--- src/rtl/log_kulisch_accumulator_pkg.sv ---
// Shared types for the log-domain Kulisch accumulator: sticky flag bundle,
// control states and the accumulator width helper.
package log_kulisch_accumulator_pkg;

   typedef struct packed {
      logic inf;
      logic inf_sign;
      logic nan;
      logic overflow;
   } kulisch_flags_t;

   typedef enum logic {
      ACCUM = 1'b0,
      HOLD  = 1'b1
   } acc_state_t;

   function automatic int acc_width(input int non_frac, input int frac);
      return non_frac + frac;
   endfunction

endpackage

--- src/rtl/log_kulisch_accumulator_flag_merge.sv ---
// Merges one beat's special-value status into the sticky inf/nan/overflow flags.
module kulisch_flag_merge
   import log_kulisch_accumulator_pkg::*;
#(
   parameter int OVERFLOW_DETECTION = 0
) (
   input  kulisch_flags_t cur,
   input  logic           beat_inf,
   input  logic           beat_sign,
   input  logic           beat_ovf,
   output kulisch_flags_t merged
);

   logic nan_next;

   always_comb begin
      nan_next = cur.nan | (beat_inf & cur.inf & (cur.inf_sign != beat_sign));
      merged = '0;
      merged.nan = nan_next;
      // Once nan is set, inf stays cleared for the rest of the vector.
      merged.inf = ~nan_next & (cur.inf | beat_inf);
      merged.inf_sign = nan_next ? 1'b0 : (cur.inf ? cur.inf_sign : (beat_inf & beat_sign));
      merged.overflow = (OVERFLOW_DETECTION != 0) & (cur.overflow | beat_ovf);
   end

endmodule

--- src/rtl/log_kulisch_accumulator_log_add.sv ---
// Combinational log -> linear fixed-point conversion and add: acc_out = acc_in + linear(log_in).
module kulisch_log_add #(
   parameter int M                  = 5,
   parameter int F                  = 10,
   parameter int LOG_TO_LINEAR_BITS = 8,
   parameter int ACC_FRAC           = 16,
   parameter int W                  = 32
) (
   input  logic [W-1:0]   acc_in,
   input  logic           sign,
   input  logic           zero,
   input  logic           inf,
   input  logic [M+F-1:0] log_in,
   output logic [W-1:0]   acc_out,
   output logic           ovf
);

   localparam int L = LOG_TO_LINEAR_BITS;

   int           exp_int;
   int           shift;
   logic [F:0]   mant;
   logic [2*W-1:0] mant_wide;
   logic [2*W-1:0] mag_wide;
   logic         mag_ovf;
   logic [W-1:0] term;

   always_comb begin
      exp_int = int'($signed(log_in[M+F-1:F]));
      // 2^frac approximated as 1.frac, truncated to L fractional bits.
      mant = {1'b1, log_in[F-1:0]} >> (F - L);
      mant_wide = {{(2*W-F-1){1'b0}}, mant};
      shift = exp_int + ACC_FRAC - L;
      if (shift >= 0) begin
         mag_wide = mant_wide << shift;
      end else begin
         mag_wide = mant_wide >> (-shift);
      end
      mag_ovf = |mag_wide[2*W-1:W-1];
      term = sign ? -mag_wide[W-1:0] : mag_wide[W-1:0];
      if (zero || inf) begin
         term = '0;
         mag_ovf = 1'b0;
      end
      acc_out = acc_in + term;
      ovf = mag_ovf | ((acc_in[W-1] == term[W-1]) & (acc_out[W-1] != acc_in[W-1]));
   end

endmodule

--- src/rtl/log_kulisch_accumulator.sv ---
// Streams log-domain values into a Kulisch fixed-point accumulator and hands
// out one completed sum per vector through a holding output register.
module log_kulisch_accumulator
   import log_kulisch_accumulator_pkg::*;
#(
   parameter int M                  = 5,
   parameter int F                  = 10,
   parameter int LOG_TO_LINEAR_BITS = 8,
   parameter int ACC_NON_FRAC       = 16,
   parameter int ACC_FRAC           = 16,
   parameter int OVERFLOW_DETECTION = 0
) (
   input  logic                             clock,
   input  logic                             reset,
   input  logic                             in_valid,
   output logic                             in_ready,
   input  logic                             in_sign,
   input  logic                             in_zero,
   input  logic                             in_inf,
   input  logic [M+F-1:0]                   in_log,
   input  logic                             in_last,
   output logic                             out_valid,
   input  logic                             out_ready,
   output logic [ACC_NON_FRAC+ACC_FRAC-1:0] out_acc,
   output logic                             out_inf,
   output logic                             out_inf_sign,
   output logic                             out_nan,
   output logic                             out_overflow
);

   localparam int W = acc_width(ACC_NON_FRAC, ACC_FRAC);

   acc_state_t     state_reg, state_next;
   logic           s1_valid_reg, s1_sign_reg, s1_zero_reg, s1_inf_reg, s1_last_reg;
   logic [M+F-1:0] s1_log_reg;
   logic [W-1:0]   acc_reg, acc_next, out_acc_reg;
   kulisch_flags_t flags_reg, flags_next, out_flags_reg;
   logic           s1_advance, beat_ovf, last_advance;

   // A waiting last beat blocks only while an unconsumed result is held.
   assign s1_advance   = s1_valid_reg & ~(s1_last_reg & (state_reg == HOLD) & ~out_ready);
   assign last_advance = s1_advance & s1_last_reg;
   assign in_ready     = ~s1_valid_reg | s1_advance;

   kulisch_log_add #(
      .M(M), .F(F), .LOG_TO_LINEAR_BITS(LOG_TO_LINEAR_BITS), .ACC_FRAC(ACC_FRAC), .W(W)
   ) u_log_add (
      .acc_in(acc_reg), .sign(s1_sign_reg), .zero(s1_zero_reg), .inf(s1_inf_reg),
      .log_in(s1_log_reg), .acc_out(acc_next), .ovf(beat_ovf)
   );

   kulisch_flag_merge #(.OVERFLOW_DETECTION(OVERFLOW_DETECTION)) u_flag_merge (
      .cur(flags_reg), .beat_inf(s1_inf_reg), .beat_sign(s1_sign_reg),
      .beat_ovf(beat_ovf), .merged(flags_next)
   );

   always_ff @(posedge clock or posedge reset) begin
      if (reset) begin
         s1_valid_reg <= 1'b0;
         s1_sign_reg  <= 1'b0;
         s1_zero_reg  <= 1'b0;
         s1_inf_reg   <= 1'b0;
         s1_last_reg  <= 1'b0;
         s1_log_reg   <= '0;
      end else if (in_ready) begin
         s1_valid_reg <= in_valid;
         if (in_valid) begin
            s1_sign_reg <= in_sign;
            s1_zero_reg <= in_zero;
            s1_inf_reg  <= in_inf;
            s1_last_reg <= in_last;
            s1_log_reg  <= in_log;
         end
      end
   end

   always_ff @(posedge clock or posedge reset) begin
      if (reset) begin
         acc_reg       <= '0;
         flags_reg     <= '0;
         out_acc_reg   <= '0;
         out_flags_reg <= '0;
      end else if (s1_advance) begin
         if (s1_last_reg) begin
            acc_reg       <= '0;
            flags_reg     <= '0;
            out_acc_reg   <= acc_next;
            out_flags_reg <= flags_next;
         end else begin
            acc_reg   <= acc_next;
            flags_reg <= flags_next;
         end
      end
   end

   always_ff @(posedge clock or posedge reset) begin
      if (reset) begin
         state_reg <= ACCUM;
      end else begin
         state_reg <= state_next;
      end
   end

   always_comb begin
      state_next = state_reg;
      case (state_reg)
         ACCUM: if (last_advance) state_next = HOLD;
         HOLD:  if (!last_advance && out_ready) state_next = ACCUM;
         default: state_next = ACCUM;
      endcase
   end

   always_comb begin
      out_valid    = (state_reg == HOLD);
      out_acc      = out_acc_reg;
      out_inf      = out_flags_reg.inf;
      out_inf_sign = out_flags_reg.inf_sign;
      out_nan      = out_flags_reg.nan;
      out_overflow = out_flags_reg.overflow;
   end

endmodule

--- config.mk ---
export PLATFORM = sky130hd
export DESIGN_NAME = log_kulisch_accumulator
export DESIGN_NICKNAME = d
export VERILOG_FILES = /design/src/rtl/log_kulisch_accumulator_pkg.sv /design/src/rtl/log_kulisch_accumulator_flag_merge.sv /design/src/rtl/log_kulisch_accumulator_log_add.sv /design/src/rtl/log_kulisch_accumulator.sv
export SDC_FILE = /design/constraint.sdc
export NUM_CORES = 1
export LEC_CHECK = 0
export ABC_AREA = 1
export CAP_MARGIN = 20
export CORE_ASPECT_RATIO = 0.6
export CORE_UTILIZATION = 60
export DETAILED_ROUTE_END_ITERATION = 6
export PLACE_DENSITY = 0.82
export SLEW_MARGIN = 10
export SYNTH_ARGS = -nofsm -noshare
export SYNTH_HDL_FRONTEND = slang
export SYNTH_SLANG_ARGS = --single-unit
--- constraint.sdc ---
create_clock -name clock -period 7.8 [get_ports clock]
set_clock_uncertainty 0.15 [all_clocks]
set_input_delay 0.78 -clock clock [delete_from_list [all_inputs] [get_ports clock]]
set_output_delay 0.78 -clock clock [all_outputs]
set_load 0.01 [all_outputs]
==> results of run 1 <==
## worst max-delay path, delay by kind of cell (launching register included)
family / cells / cell delay (ps)
AOI/OAI and AO/OA: 8 / 1640
buffers and inverters: 5 / 830
adders and majority gates: 4 / 1050
DFF: 1 / 530
and+or+nand+nor: 18 / 2360
xor gates and xnor gates: 1 / 190
## power by group through the flow
stage	sequential (uW)	clock, uW	combinational, uW
2_1_floorplan	663	0	633
3_3_place_gp	655	0	965
3_5_place_dp	655	0	979
4_1_cts	649	464	991
5_1_grt	665	483	1120
6_report	652	460	1020
## routing by layer
layer / GRT usage [%] / wire length, microns / share of wire, %
met3: 13.5 / 3290 / 15
met4: 6.67 / 225 / 0.99
met1: 58.7 / 11100 / 49
met5: 0 / 0 / 0
met2: 46.4 / 8030 / 35
## final cells by class
cell class	count	share of cell area (%)
timing repair buffer	67	7.98
sequential	89	26.7
clock buffer	10	2.74
inverter	103	4.65
multi-input combinational	868	54.7
tap	160	2.40
clock inverter	6	0.885
## metrics by stage
stage,cells,power [uW],utilization [%]
after floorplan,1100,1300,-
after global placement,1286,1620,69.1
after detailed placement,1286,1630,69.1
after CTS,1302,2100,71.7
after global routing,1303,2270,71.9
final,1303,2130,71.9
## final timing paths
| kind | from | to | slack (ps) | cells past startpoint |
|---|---|---|---|---|
| worst max register to register | s1_log_reg[11] | out_acc[19] | 880 | 36 |
| min in group asynchronous | reset | out_acc[30] | 660 | 2 |
| worst min register to register | out_acc[20] | out_acc[20] | 330 | 2 |
| worst max-delay path | s1_log_reg[11] | out_acc[19] | 880 | 36 |
| max in group asynchronous | reset | out_acc[14] | 5730 | 3 |
| worst min-delay path | out_acc[20] | out_acc[20] | 330 | 2 |
## layout by cell type (no fill, tap or decap), types with 4 or more instances in the layout
cell,n
nor2_1,101
nand2_1,299
buf_4,9
nor2_4,8
nor3_1,20
nand2_2,7
clkbuf_16,9
nand3b_1,7
inv_1,95
nand3_1,100
dfrtp_1,89
nand4_1,16
clkinv_1,4
o21a_1,13
clkdlybuf4s50_1,57
a21oi_1,85
xor2_1,13
o21ai_0,94
o21bai_1,5
xnor2_1,11
a32o_1,5
ha_1,40
a31oi_1,4
## cell families after synthesis
family / Yosys count
xor gates and xnor gates: 25
muxes: 3
DFF: 89
buffers and inverters: 143
and+or+nand+nor: 571
AOI/OAI and AO/OA: 226
other: 1
adders and majority gates: 42
==> results.yml, run 1 <==
synth:
  synth_top_family_by_area: "simple AND/OR/NAND/NOR gates"
  synth-compound-area-share_pct: 17.2
  synth_cell_types: 47
  ys_top_cells_by_area: "dfrtp_1 (30%), nand2_1 (15%), ha_1 (6.8%)"
  syn_nets: 1165
  async_reset_ff_share_pct: 100
  ys_seq_elements: 89
  synthSimpleGateAreaFrac_pct: 33.7
  synth_fa_ha_area_share_pct: 7.35
  synth_seq_area_share_pct: 30.3
  yosysTopAreaCellShare_pct: 30.3
  synth.most_common_cell: "nand2_1"
  synthMuxAreaShare_pct: 0.459
  synth_edf_count: 0
  synth.avg_cell_area_sq_um: 6.69
  synth_ff_type: "dfrtp_1"
  ys_warn_count: 0
  synth_common_cells: "nand2_1 (300), nor2_1 (101), nand3_1 (100)"
  yosys.area.top_type: "dfrtp_1"
  synth_xor_area_share_pct: 3.23
  synth_area_sq_mm: 0.00736
  synth_cells: 1100
setup_path:
  slowest_delay_ps: 530
  crit_path_start_kind: "flip-flop"
  cp-end-kind: "flip-flop"
  critical_path.most_common_cell: "nand2_1"
  cp_slowest_cell: "dfrtp_1"
  worstPathArrival_ps: 6960
  critPathKind: "reg2reg"
  path_max_fanout: 15
  required_ps: 7840
timing:
  setup_viol: 0
  min_period_over_period_pct: 88.8
  relSlewSlack_pct: 33.3
  period_minus_slack_ps: 6920
  rsz0062_at_grt: "false"
  slew_viol_final: 0
  tightest_slew_ps: 996
  fmax_ghz: 0.144
  fin_setup_tns_ps: 0
  hold_viol_final: 0
  worst_slack_ps: 877
  whs_ps: 333
power_and_ir_drop:
  p_sw_uw: 935
  p_int_uw: 1200
  clkPwrFrac_pct: 21.6
  pwr-share-comb_pct: 47.9
  p_seq_share_pct: 30.6
  pwr_density_cell_mw_per_mm2: 256
  p_leak_uw: 0.00406
  sw_frac_of_total_pct: 43.8
  ir_worst_vdd_uv: 200
job:
  max-cap-violations: 0
drt:
  dr.pass1.iters: 5
  wl_per_cell_microns: 17.4
  ant_nets: 0
  route.detailed.drc: 0
  vias: 7811
  drt_iter0_drc: 908
  wirelength_microns: 22600
  vias_per_cell: 5.99
clock_network:
  ctsHtreeMaxLevel: 3
  cts_buffers: 9
  cts_setup_buffers: 0
  insertion_delay_ps: 350
  cts.repair.resized: 0
  clkSinkCount: 89
  clk_pin_slew_worst_paths_ps: 70
  cts_tree: "yes"
  clockBufferDepth: 2
  ctsRootBufferMaster: "clkbuf_16"
  ctsHoldBuffers: 0
final_layout:
  area_growth_pct: 13.4
  drive_gt1_share_pct: 5.25
  seqCellArea_sq_mm: 0.00223
  fin_area_sq_mm: 0.00834
  final_nets: 1203
  insertedDiodeCount: 0
  nFillCells: 945
  multi_input_area_sq_mm: 0.00456
place:
  pre_cts_slack_ps: 1210
  portBuffers: 57
  place_hpwl_microns: 17200
  place_area_sq_mm: 0.00801
  gp_congestion: 1.00
grt:
  grt_overflow: 0
  grt_pass1_wl_microns: 36300
  grt_max_degree: 62
  globalRouteTotalUtil_pct: 37.1
  antenna_found_initial: 0
  grt_pass1_vias: 6710
die:
  start_util_pct: 63.4
  die_w_microns: 145
  rows: 30
  die_area_sq_mm: 0.0127
  coreArea_sq_mm: 0.0116
  die_h_microns: 87.8
  ios: 61
hold_path:
  hold_class: "reg2reg"
outcome:
  status: "finished clean"
(Power assumes the default switching activity.)
==> inputs of run 2 (changes only) <==
CAP_MARGIN = 25   (was 20)
GPL_TIMING_DRIVEN = 0   (was unset)
==> run 2 against run 1 <==
Net effect:
- the run now ends with design-rule violations left
- worst hold slack better by 0.68 ps
- die area stayed put
- via count grew 5.1%
- critical path type unchanged
- first-iteration DRC count is 22% higher
- global-route usage up 5.2 points
- critical endpoint is now out_acc[23]
- cell count up 2.4%
==> results.yml, run 2 (synthesized netlist as in run 1, its figures left out) <==
power_and_ir_drop:
  pwr-share-comb_pct: 49.4
  sw_frac_of_total_pct: 45.6
  pwr_density_cell_mw_per_mm2: 258
  ir_worst_vdd_uv: 207
  p_leak_uw: 0.00410
  p_int_uw: 1190
  clkPwrFrac_pct: 20.5
  p_sw_uw: 994
  finalPower_uw: 2180
  p_seq_share_pct: 30.1
grt:
  grt_pass1_vias: 7489
  grt_overflow: 0
  grt_max_degree: 46
  antenna_found_initial: 0
  globalRouteTotalUtil_pct: 42.3
  grt_pass1_wl_microns: 40900
die:
  die_area_sq_mm: 0.0127
  start_util_pct: 63.4
  ios: 61
  die_w_microns: 145
  rows: 30
  coreArea_sq_mm: 0.0116
  die_h_microns: 87.8
place:
  dp.cells: 1318
  portBuffers: 57
  place_area_sq_mm: 0.00816
  place_hpwl_microns: 20400
  gp_congestion: 1.02
final_layout:
  insertedDiodeCount: 0
  final_common_cell: "nand2_1"
  final_nets: 1234
  drive_gt1_share_pct: 5.62
  final_cell_count_no_fill: 1334
  final_cell_mix: "nand2_1 (300), nor2_1 (101), nand3_1 (100), inv_1 (95), o21ai_0 (93)"
  area_growth_pct: 15.1
  fin_area_sq_mm: 0.00847
  nFillCells: 888
timing:
  period_minus_slack_ps: 7270
  setup_viol: 0
  fin_setup_tns_ps: 0
  rsz0062_at_grt: "false"
  min_period_over_period_pct: 93.2
  fmax_ghz: 0.138
  slew_viol_final: 0
  tightest_slew_ps: 1040
  relSlewSlack_pct: 29.5
  hold_viol_final: 0
drt:
  drt_iter0_drc: 1108
  dr.pass1.iters: 7
  wl_per_cell_microns: 19.3
  ant_nets: 0
  vias_per_cell: 6.15
  route.detailed.drc: 4
  vias: 8208
  wirelength_microns: 25800
setup_path:
  critPathKind: "reg2reg"
  crit_buf_inv: 7
  reg2regPathDepth: 36
  slowest_delay_ps: 410
  critical_path.most_common_cell: "nand2_1"
  critPathTopFamily: "simple AND/OR/NAND/NOR gates"
  crit_path_start_kind: "flip-flop"
  worstPathArrival_ps: 7310
  cp-end-kind: "flip-flop"
  required_ps: 7840
  path_max_fanout: 11
  cp_slowest_cell: "ha_1"
  path_depth: 36
clock_network:
  cts_setup_buffers: 0
  clk_pin_slew_worst_paths_ps: 80
  insertion_delay_ps: 350
  cts_buffers: 9
  ctsHoldBuffers: 0
  clockBufferDepth: 2
  cts_tree: "yes"
  ctsHtreeMaxLevel: 3
  ctsRootBufferMaster: "clkbuf_16"
  clkSinkCount: 89
job:
  max-cap-violations: 0
outcome:
  violations: "design-rule violations"
  status: "complete, but fails checks"
hold_path:
  holdPathStages: 2
  hold_class: "reg2reg"
## run 2: cell count changes in the layout (fill, tap and decap cells not counted), moves of 2 or more
cell,before,now
buf_6,0,2
buf_4,9,3
buf_2,0,8
clkbuf_1,1,25
inv_6,2,4
buf_1,0,2
## run 2: layout make-up
class	instances	area [sq um]	area share [%]
clock inverter	6	58.8	0.694
inverter	103	389	4.60
multi-input combinational	868	4570	54.0
tap	160	200	2.36
clock buffer	10	239	2.82
sequential	89	2230	26.3
timing repair buffer	58	598	7.06
buffer	40	186	2.20
## run 2: final timing paths
kind | start | slack, ps | endpoint
max | s1_log_reg[13] | 530 | out_acc[23]
min | out_acc[21] | 330 | out_acc[21]
max reg2reg | s1_log_reg[13] | 530 | out_acc[23]
min reg2reg | out_acc[21] | 330 | out_acc[21]
max in group asynchronous | reset | 6170 | out_acc[21]
min in group asynchronous | reset | 690 | out_acc[30]
## run 2: metrics by stage
stage                     setup slack [ps]  util (%)  hold slack [ps]
final                                  531      73.0              334
after global routing                  82.4      73.0              358
after CTS                              377      72.9              339
after detailed placement               429      70.3              323
after global placement                 572      70.1              314
after floorplan                       2210         -              306
## run 2: power groups by stage
stage          Sequential (uW)  Clock (uW)  Combinational (uW)
2_1_floorplan              663           0                 633
3_3_place_gp               649           0                1000
3_5_place_dp               655           0                1030
4_1_cts                    650         445                1040
5_1_grt                    664         464                1170
6_report                   656         448                1080
## run 2: what timing repair did
| action | 4_1_cts | 5_1_grt |
|---|---|---|
| endpoints found under the setup margin | 0 | 14 |
| resized for setup | 0 | 3 |
| hold endpoints to repair | 0 | 0 |
## run 2: worst min-delay path, delay by kind of cell, from the launching register on
kind,cells,cell delay [ps]
flip-flops,1,340
AO/OA/AOI/OAI,1,60
AND/OR/NAND/NOR,1,50
## run 2: layer usage
metal / up-vias / track usage (%) / wire [microns]
met5: - / 2.86 / 46
met2: 576 / 56.8 / 9670
met3: 48 / 15.9 / 4210
li1: 3800 / - / -
met4: 2 / 8.80 / 376
met1: 3782 / 63.2 / 11500
==> inputs of run 3 (changes only) <==
CORE_ASPECT_RATIO = 0.9   (was 0.6)
==> run 3 against run 2 <==
Net effect:
- the flow now finishes without violations
- global-route usage fell by 3.0 points
- sequential power shrank 1%
- cell count fell by 0.30%
- wire length down 6.8%
- clock power grew 9.4%
- final area is 0.13% higher
- largest power group unchanged
- highest routed layer is now met4
==> results.yml, run 3 (synthesized netlist as in run 1, its figures left out) <==
outcome:
  status: "finished clean"
setup_path:
  cp_slowest_cell: "ha_1"
  path_max_fanout: 11
  slowest_delay_ps: 420
  crit_path_start_kind: "flip-flop"
  critPathKind: "reg2reg"
  cp-end-kind: "flip-flop"
  worstPathArrival_ps: 7210
  critical_path.most_common_cell: "nand2_1"
  required_ps: 7860
clock_network:
  clk_pin_slew_worst_paths_ps: 80
  insertion_delay_ps: 370
  cts_tree: "yes"
  clockBufferDepth: 2
  ctsHtreeMaxLevel: 3
  ctsHoldBuffers: 0
  clkSinkCount: 89
  cts_buffers: 9
  ctsRootBufferMaster: "clkbuf_16"
power_and_ir_drop:
  ir_worst_vdd_uv: 279
  pwr_density_cell_mw_per_mm2: 258
  finalPower_uw: 2190
  p_leak_uw: 0.00412
place:
  gp_congestion: 0.992
  portBuffers: 57
  place_hpwl_microns: 18000
  pre_cts_slack_ps: 732
  place_area_sq_mm: 0.00815
grt:
  antenna_found_initial: 0
  grt_max_degree: 67
  grt_pass1_wl_microns: 38400
  grt_overflow: 0
  globalRouteTotalUtil_pct: 39.3
  grt_pass1_vias: 7420
timing:
  worst_slack_ps: 649
  tightest_slew_ps: 732
  relSlewSlack_pct: 50.4
  min_period_over_period_pct: 91.7
  period_minus_slack_ps: 7150
  hold_viol_final: 0
  setup_viol: 0
  rsz0062_at_grt: "false"
  whs_ps: 331
  slew_viol_final: 0
  fmax_ghz: 0.140
  fin_setup_tns_ps: 0
drt:
  vias_per_cell: 6.10
  wirelength_microns: 24000
  dr.pass1.iters: 5
  wl_per_cell_microns: 18.1
  route.detailed.drc: 0
  ant_nets: 0
  drt_iter0_drc: 1117
  vias: 8117
die:
  coreArea_sq_mm: 0.0117
  die_w_microns: 119
  die_area_sq_mm: 0.0127
  die_h_microns: 107
  rows: 37
  start_util_pct: 63.1
  ios: 61
final_layout:
  drive_gt1_share_pct: 5.54
  final_cell_mix: "nand2_1 (300), nor2_1 (101), nand3_1 (100), inv_1 (95), o21ai_0 (94)"
  area_growth_pct: 15.2
  fin_area_sq_mm: 0.00848
  final_common_cell: "nand2_1"
  final_nets: 1234
  insertedDiodeCount: 0
hold_path:
  hold_class: "reg2reg"
job:
  max-cap-violations: 0
==> run 3: what timing repair did <==
action | in CTS | in global routing
endpoints found under the setup margin | 0 | 10
setup buffers | 0 | 0
resized for setup | 0 | 2
==> run 3: stage by stage <==
step	util [%]	instances
floorplan	-	1100
global placement	69.6	1313
detailed placement	69.9	1314
CTS	72.6	1330
global route	72.7	1330
finish	72.7	1330
==> run 3: worst max-delay path, delay by kind of cell, from the launching register on <==
family / cells / cell delay, ps
buf+inv: 7 / 1480
flops: 1 / 390
fa+ha+maj: 4 / 1140
compound gates: 9 / 1950
simple gates: 14 / 1690
xor+xnor: 1 / 200
==> run 3: path summary, 6_finish.rpt <==
check | slack (ps) | end | cells past startpoint | from
min in group asynchronous | 590 | out_acc[30] | 2 | reset
worst min register to register | 330 | out_acc[22] | 2 | out_acc[22]
max in group asynchronous | 6280 | out_acc[12] | 3 | reset
worst max-delay path | 650 | acc_reg[17] | 35 | s1_log_reg[13]
worst max register to register | 650 | acc_reg[17] | 35 | s1_log_reg[13]
worst min-delay path | 330 | out_acc[22] | 2 | out_acc[22]
==> run 3: report_power, final <==
| part | internal [uW] | switching, uW | total, uW | leakage (uW) |
|---|---|---|---|---|
| clock | 259 | 231 | 490 | 0.000157 |
| combinational | 385 | 663 | 1050 | 0.00280 |
| sequential | 569 | 79.8 | 649 | 0.00116 |
==> run 3: layout make-up <==
cell class	count	area, sq um
Clock inverter	7	95.1
Tap cell	156	195
Clock buffer	9	225
Buffer	40	186
Inverter	103	389
Multi-Input combinational cell	868	4560
Sequential cell	89	2230
Timing Repair Buffer	58	598
Fill cell	954	3190
==> run 3: routing by layer <==
layer  vias up  GRT usage, %  routed length (microns)
met5         -             0                        0
met4         0          13.1                      518
met3        48          11.1                     2920
met2       506          57.4                    10000
met1      3752          55.7                    10600
li1       3811             -                        -
